### src/rtl/uart_pkg.sv
// Shared types and constants for the 8N1 UART transmitter/receiver pair.
package uart_pkg;

    localparam int   DATA_BITS  = 8;
    localparam logic IDLE_LEVEL = 1'b1;

    typedef enum logic [1:0] {
        TX_IDLE,
        TX_START,
        TX_DATA,
        TX_STOP
    } tx_state_t;

    typedef enum logic [2:0] {
        RX_IDLE,
        RX_START,
        RX_DATA,
        RX_STOP,
        RX_WAIT_IDLE
    } rx_state_t;

endpackage

### src/rtl/uart_bit_timer.sv
// Bit-period down-counter: reloads on restart or at terminal count, flags the
// half-bit and full-bit points measured from the last restart/reload.
module uart_bit_timer #(
    parameter int CLKS_PER_BIT = 2500
) (
    input  logic clk_i,
    input  logic rst_i,
    input  logic restart_i,
    output logic half_tick_o,
    output logic full_tick_o
);
    localparam int              CW       = $clog2(CLKS_PER_BIT);
    localparam logic [CW-1:0]   RELOAD   = CW'(CLKS_PER_BIT - 1);
    // Value reached after exactly CLKS_PER_BIT/2 cycles of counting down from RELOAD.
    localparam logic [CW-1:0]   HALF_CNT = CW'(CLKS_PER_BIT - CLKS_PER_BIT / 2);

    logic [CW-1:0] cnt_q, cnt_d;

    always_comb begin
        if (restart_i || cnt_q == '0) begin
            cnt_d = RELOAD;
        end else begin
            cnt_d = cnt_q - CW'(1);
        end
    end

    always_ff @(posedge clk_i or posedge rst_i) begin
        if (rst_i) begin
            cnt_q <= RELOAD;
        end else begin
            cnt_q <= cnt_d;
        end
    end

    assign full_tick_o = (cnt_q == '0);
    assign half_tick_o = (cnt_q == HALF_CNT);

endmodule

### src/rtl/uart_txrx.sv
// 8N1 UART: independent transmit and receive FSMs sharing only clock and reset.
//
// TX state   | meaning
// TX_IDLE    | line high, waiting for flush
// TX_START   | driving start bit (0)
// TX_DATA    | driving data bits LSB first
// TX_STOP    | driving stop bit (1)
//
// RX state     | meaning
// RX_IDLE      | waiting for a synchronised low
// RX_START     | confirming start bit at mid-bit
// RX_DATA      | sampling 8 data bits at mid-bit
// RX_STOP      | sampling stop bit, publishing byte if valid
// RX_WAIT_IDLE | framing error, waiting for line to return high
module uart_txrx
    import uart_pkg::*;
#(
    parameter int CLKS_PER_BIT = 2500
) (
    input  logic       clk,
    input  logic       rst,
    input  logic [7:0] to_sent,
    input  logic       flush,
    output logic       serial_tx,
    output logic       busy,
    input  logic       serial_rx,
    output logic [7:0] received,
    output logic       ready
);
    localparam logic [2:0] LAST_BIT = 3'(DATA_BITS - 1);

    tx_state_t  tx_state_q, tx_state_d;
    logic [7:0] tx_shift_q, tx_shift_d;
    logic [2:0] tx_idx_q, tx_idx_d;
    logic       tx_restart, tx_full_tick, tx_half_tick_unused;

    rx_state_t  rx_state_q, rx_state_d;
    logic [7:0] rx_shift_q, rx_shift_d;
    logic [2:0] rx_idx_q, rx_idx_d;
    logic [7:0] received_q, received_d;
    logic       ready_q, ready_d;
    logic       rx_meta_q, rx_sync_q;
    logic       rx_restart, rx_half_tick, rx_full_tick;

    uart_bit_timer #(.CLKS_PER_BIT(CLKS_PER_BIT)) u_tx_timer (
        .clk_i      (clk),
        .rst_i      (rst),
        .restart_i  (tx_restart),
        .half_tick_o(tx_half_tick_unused),
        .full_tick_o(tx_full_tick)
    );

    uart_bit_timer #(.CLKS_PER_BIT(CLKS_PER_BIT)) u_rx_timer (
        .clk_i      (clk),
        .rst_i      (rst),
        .restart_i  (rx_restart),
        .half_tick_o(rx_half_tick),
        .full_tick_o(rx_full_tick)
    );

    always_ff @(posedge clk or posedge rst) begin
        if (rst) begin
            tx_state_q <= TX_IDLE;
            tx_shift_q <= '0;
            tx_idx_q   <= '0;
        end else begin
            tx_state_q <= tx_state_d;
            tx_shift_q <= tx_shift_d;
            tx_idx_q   <= tx_idx_d;
        end
    end

    always_comb begin
        tx_state_d = tx_state_q;
        tx_shift_d = tx_shift_q;
        tx_idx_d   = tx_idx_q;
        case (tx_state_q)
            TX_IDLE: if (flush) begin
                tx_shift_d = to_sent;
                tx_idx_d   = '0;
                tx_state_d = TX_START;
            end
            TX_START: if (tx_full_tick) tx_state_d = TX_DATA;
            TX_DATA: if (tx_full_tick) begin
                tx_shift_d = tx_shift_q >> 1;
                tx_idx_d   = tx_idx_q + 3'd1;
                if (tx_idx_q == LAST_BIT) tx_state_d = TX_STOP;
            end
            TX_STOP: if (tx_full_tick) tx_state_d = TX_IDLE;
            default: tx_state_d = TX_IDLE;
        endcase
    end

    always_comb begin
        serial_tx  = IDLE_LEVEL;
        busy       = 1'b1;
        tx_restart = 1'b0;
        case (tx_state_q)
            TX_IDLE: begin
                busy       = 1'b0;
                tx_restart = 1'b1;
            end
            TX_START: serial_tx = 1'b0;
            TX_DATA:  serial_tx = tx_shift_q[0];
            TX_STOP:  serial_tx = IDLE_LEVEL;
            default:  busy      = 1'b0;
        endcase
    end

    // Two-flop synchroniser; idles high so reset never looks like a start bit.
    always_ff @(posedge clk or posedge rst) begin
        if (rst) begin
            rx_meta_q <= IDLE_LEVEL;
            rx_sync_q <= IDLE_LEVEL;
        end else begin
            rx_meta_q <= serial_rx;
            rx_sync_q <= rx_meta_q;
        end
    end

    always_ff @(posedge clk or posedge rst) begin
        if (rst) begin
            rx_state_q <= RX_IDLE;
            rx_shift_q <= '0;
            rx_idx_q   <= '0;
            received_q <= '0;
            ready_q    <= 1'b0;
        end else begin
            rx_state_q <= rx_state_d;
            rx_shift_q <= rx_shift_d;
            rx_idx_q   <= rx_idx_d;
            received_q <= received_d;
            ready_q    <= ready_d;
        end
    end

    always_comb begin
        rx_state_d = rx_state_q;
        rx_shift_d = rx_shift_q;
        rx_idx_d   = rx_idx_q;
        case (rx_state_q)
            RX_IDLE: if (!rx_sync_q) begin
                rx_idx_d   = '0;
                rx_state_d = RX_START;
            end
            RX_START: if (rx_half_tick) rx_state_d = rx_sync_q ? RX_IDLE : RX_DATA;
            RX_DATA: if (rx_full_tick) begin
                rx_shift_d = {rx_sync_q, rx_shift_q[7:1]};
                rx_idx_d   = rx_idx_q + 3'd1;
                if (rx_idx_q == LAST_BIT) rx_state_d = RX_STOP;
            end
            RX_STOP: if (rx_full_tick) rx_state_d = rx_sync_q ? RX_IDLE : RX_WAIT_IDLE;
            RX_WAIT_IDLE: if (rx_sync_q) rx_state_d = RX_IDLE;
            default: rx_state_d = RX_IDLE;
        endcase
    end

    // The timer is re-armed at mid-start so every later full tick lands mid-bit.
    always_comb begin
        received_d = received_q;
        ready_d    = 1'b0;
        rx_restart = 1'b0;
        case (rx_state_q)
            RX_IDLE, RX_WAIT_IDLE: rx_restart = 1'b1;
            RX_START: rx_restart = rx_half_tick;
            RX_STOP: if (rx_full_tick && rx_sync_q) begin
                received_d = rx_shift_q;
                ready_d    = 1'b1;
            end
            default: rx_restart = 1'b0;
        endcase
    end

    assign received = received_q;
    assign ready    = ready_q;

endmodule

### config.mk
export PLATFORM = sky130hd
export DESIGN_NAME = uart_txrx
export DESIGN_NICKNAME = d
export VERILOG_FILES = /design/src/rtl/uart_pkg.sv /design/src/rtl/uart_bit_timer.sv /design/src/rtl/uart_txrx.sv
export SDC_FILE = /design/constraint.sdc
export NUM_CORES = 1
export LEC_CHECK = 0
export CORE_ASPECT_RATIO = 0.6
export CORE_UTILIZATION = 45
export CTS_CLUSTER_SIZE = 25
export DETAILED_ROUTE_END_ITERATION = 12
export PLACE_DENSITY = 0.65
export SLEW_MARGIN = 20
export SYNTH_ARGS = -nofsm -noshare
export SYNTH_HDL_FRONTEND = slang
export SYNTH_SLANG_ARGS = --single-unit
### constraint.sdc
create_clock -name clk -period 3.2 [get_ports clk]
set_clock_uncertainty 0.1 [all_clocks]
set_input_delay 0.64 -clock clk [delete_from_list [all_inputs] [get_ports clk]]
set_output_delay 0.64 -clock clk [all_outputs]
set_load 0.02 [all_outputs]
==> impl_results.md <==
- Hold Path End: rx_sync_q
- Type of the tightest min-delay check: reg2reg
- Fraction of the cycle the final worst path needs: 90.0%
- Number of storage elements in the synthesis netlist: 62
- DR pass1 iterations: 4
- Inserted Diodes: 0
- Post-cts resize count: 0
- DP Cell Count: 366
- Clock buffer count from CTS: 9
- Total routing usage reported by global routing: 19.2%
- Insertion delay of the later-clocked pin in the worst-skew pair: 0.34 ns
- Placer's final routability congestion estimate: 0.830
- Final routed wire length divided by cell count: 14.5 um
- Post-DR vias/cell: 5.18
- Area Growth Syn to Fin: 18.3%
- Final design instance area without fill: 0.00360 sq mm
- Number of warnings reported in the yosys synthesis log: 0
- Core Rows: 22
- Worst flop-to-flop path endpoint: tx_shift_q[5]
- First-pass GRT wire length: 9940 um
- Buffers from clock root to sink, at most: 2
- Count of different cell masters after synthesis: 47
- Clock tree from TritonCTS: yes
- Die area: 0.00710 sq mm
- Startpoint of the worst hold path: rx_meta_q
- Share of synthesized registers carrying an async set or reset: 100%
- Clock-pin slew of the registers on the worst-case setup and hold paths: 0.07 ns
- Initial drt markers: 42
- Post-synth net total: 293
- Number of vias after detailed routing: 1979
- Port-buffer cells: 22
- Nets: 319
- Overflow after GRT: 0
- Die Span Y: 65.7 um
- Dpl ws: 0.563 ns
- Synth Flop Type: dfrtp_1
- Max_slew headroom: 37.7%
- Total negative slack for setup checks: 0 ns
- Depth of the worst register-to-register path: 6
- Area of the mapped netlist: 0.00304 sq mm
- Required time of the critical path: 2.46 ns
- Leak Pwr: 1.71 nW
- Count of mapped cells out of synthesis: 267
- Post-CTS Setup Bufs: 0
- Area of the core: 0.00630 sq mm
- Max-capacitance violation count: 0
- Max Slew Vio Count: 0
- Starting utilization of the core area: 48.3%
- Max IR drop VDD: 0.260 mV
- Hpwl dp: 3900 um
- Crit path max fanout: 9
- Clock Root Buffer: clkbuf_8
- Least-Margin Pin Slew: 0.929 ns
- Min Clock Period, post-route: 2.88 ns
- Antenna Violating Nets Remaining: 0
- Mean Syn Cell Area: 11.4 sq um
- Total wire length after detailed routing: 5540 um
- Maximum number of pins on one net before global-route repair: 49
- Number of cells traversed by the worst hold path: 0
- Vias in the first global route: 1930
- Register area share after synthesis: 51.6%
- FMAX: 347 MHz
- Count of endpoints failing hold in the final timing report: 0
- Number of hold-repair buffers added at the cts stage: 0
- H-tree levels: 3
- Count of fill cells added during filler insertion: 522
- Worst Setup Slack, final: 0.321 ns
- DR DRC count: 0
- Number of antenna violations at the first check in global routing: 0
- Power density over the cells: 463 mW/mm^2
- Proportion of layout cells with a drive suffix above 1: 24.8%
- Area of placed instances: 0.00334 sq mm
- Clock tree sinks: 62
- Worst setup SP type: flip-flop
- Critical path type: reg2out
- Source of the worst register-to-register timing path: u_tx_timer.cnt_q[0]
- Endpoint class of the critical path: primary output
- Status: finished, final reports clean
- Non-filler instance count after layout: 382
- Chip Width: 108 um
- Register-to-register path setup slack: 0.58 ns
- Min Hold Slack: 0.257 ns
- Number of ports placed on the die boundary: 23
- Number of synthesized flops with an enable pin: 0
- Unrepaired setup endpoints after global routing: false
- Final Setup Violations: 0
- WP data arrival: 2.14 ns
==> cells in the final DEF (no fill, tap or decap), types with 2 or more instances in the layout <==
cell type | netlist | layout
nor2_1 | 26 | 26
clkbuf_8 | 0 | 14
xnor2_1 | 7 | 7
and4b_1 | 2 | 2
bufinv_16 | 0 | 2
o21ai_0 | 5 | 5
mux2_2 | 33 | 33
nor4_1 | 4 | 4
a21oi_1 | 6 | 6
and3_1 | 2 | 2
mux2i_1 | 2 | 2
ha_1 | 14 | 14
dfrtp_1 | 48 | 48
nor3_1 | 6 | 6
a31oi_1 | 3 | 3
or2_2 | 2 | 2
nand2_1 | 22 | 22
or4_1 | 3 | 3
nand4_1 | 4 | 4
nor2b_1 | 2 | 2
inv_1 | 11 | 10
xor2_1 | 7 | 7
nand3_1 | 4 | 4
nand2b_1 | 4 | 4
dfstp_2 | 14 | 14
a21bo_2 | 2 | 2
o211ai_1 | 3 | 3
buf_4 | 0 | 2
clkdlybuf4s50_1 | 0 | 22
o31ai_1 | 2 | 2
nand4b_1 | 2 | 2
==> worst max-delay path: stages (launching register included) <==
cell             delay [ns]
dfrtp_1                0.38
inv_1                  0.11
ha_1                   0.34
buf_4                  0.22
o21ai_0                0.14
clkdlybuf4s50_1        0.62
==> synth_stat cells (2+ instances only) <==
| cell type | number | area, sq um |
|---|---|---|
| mux2i_1 | 2 | 20.0 |
| nand2_1 | 22 | 82.6 |
| nand2b_1 | 4 | 25.0 |
| buf_6 | 2 | 22.5 |
| or2_2 | 2 | 12.5 |
| nor3_1 | 6 | 30.0 |
| clkbuf_1 | 4 | 15.0 |
| a21bo_2 | 2 | 20.0 |
| xor2_1 | 7 | 61.3 |
| a31oi_1 | 3 | 18.8 |
| mux2_2 | 33 | 372 |
| a21oi_1 | 6 | 30.0 |
| or4_1 | 3 | 22.5 |
| nand4_1 | 4 | 25.0 |
| o21ai_0 | 5 | 25.0 |
| and4b_1 | 2 | 20.0 |
| ha_1 | 14 | 175 |
| nor2b_1 | 2 | 12.5 |
| nand4b_1 | 2 | 17.5 |
| xnor2_1 | 7 | 61.3 |
| and3_1 | 2 | 12.5 |
| nand3_1 | 4 | 20.0 |
| buf_2 | 4 | 20.0 |
| nor2_1 | 26 | 97.6 |
| nor4_1 | 4 | 25.0 |
| dfrtp_1 | 48 | 1200 |
| dfstp_2 | 14 | 368 |
| o31ai_1 | 2 | 15.0 |
| inv_1 | 11 | 41.3 |
| o211ai_1 | 3 | 22.5 |
==> state kept, by name (all words and copies together) (netlist names) <==
register,flops
ready,1
received,8
rx_idx_q,3
rx_meta_q,1
rx_shift_q,8
rx_state_q,3
rx_sync_q,1
tx_idx_q,3
tx_shift_q,8
tx_state_q,2
u_rx_timer.cnt_q,12
u_tx_timer.cnt_q,12
==> logic make-up after synthesis <==
group,synth area share [%]
flops,51.6
compound gates,6.42
buf+inv,3.25
fa+ha+maj,5.76
xor+xnor,4.03
mux,12.9
simple gates,16.1
==> how the worst max path moves through the flow <==
stage                                    from       endpoint  cells after the start
after floorplan           u_rx_timer.cnt_q[0]    received[0]                      7
after global placement    u_tx_timer.cnt_q[0]  tx_shift_q[1]                      6
after detailed placement  u_tx_timer.cnt_q[0]  tx_shift_q[5]                      6
after CTS                       tx_state_q[0]      serial_tx                      5
after global routing            tx_state_q[0]      serial_tx                      5
final                           tx_state_q[0]      serial_tx                      5
==> routing by layer <==
metal  vias to the layer above  part of all wire, %  global-route usage, %
met3                         5                  4.7                   7.94
li1                        993                    -                      -
met5                         -                    0                      0
met1                       941                   57                   30.0
met4                         0                 0.85                   6.16
met2                        40                   38                   22.9
==> power breakdown <==
part / total [mW] / leakage [nW] / internal [mW] / switching (mW)
logic: 0.0329 / 0.784 / 0.0151 / 0.0178
registers: 0.788 / 0.796 / 0.787 / 0.00151
clock network: 0.844 / 0.129 / 0.545 / 0.299
total: 1.67 / 1.71 / 1.35 / 0.318
==> cell type report <==
cell class / instances / area [sq um] / share of cell area, %
tap: 84 / 105 / 2.92
sequential: 62 / 1570 / 43.6
multi-input combinational: 184 / 1370 / 38.2
inverter: 11 / 41.3 / 1.15
clock buffer: 14 / 193 / 5.36
timing repair buffer: 25 / 255 / 7.10
clock inverter: 2 / 60.1 / 1.67
==> through the flow <==
stage / utilization (%) / total power [mW]
6_report: 57.1 / 1.67
4_1_cts: 57.1 / 1.69
5_1_grt: 57.1 / 1.74
3_5_place_dp: 53.1 / 0.836
2_1_floorplan: - / 0.814
3_3_place_gp: 53.1 / 0.836
No activity file was read; power rests on OpenSTA's default activity.
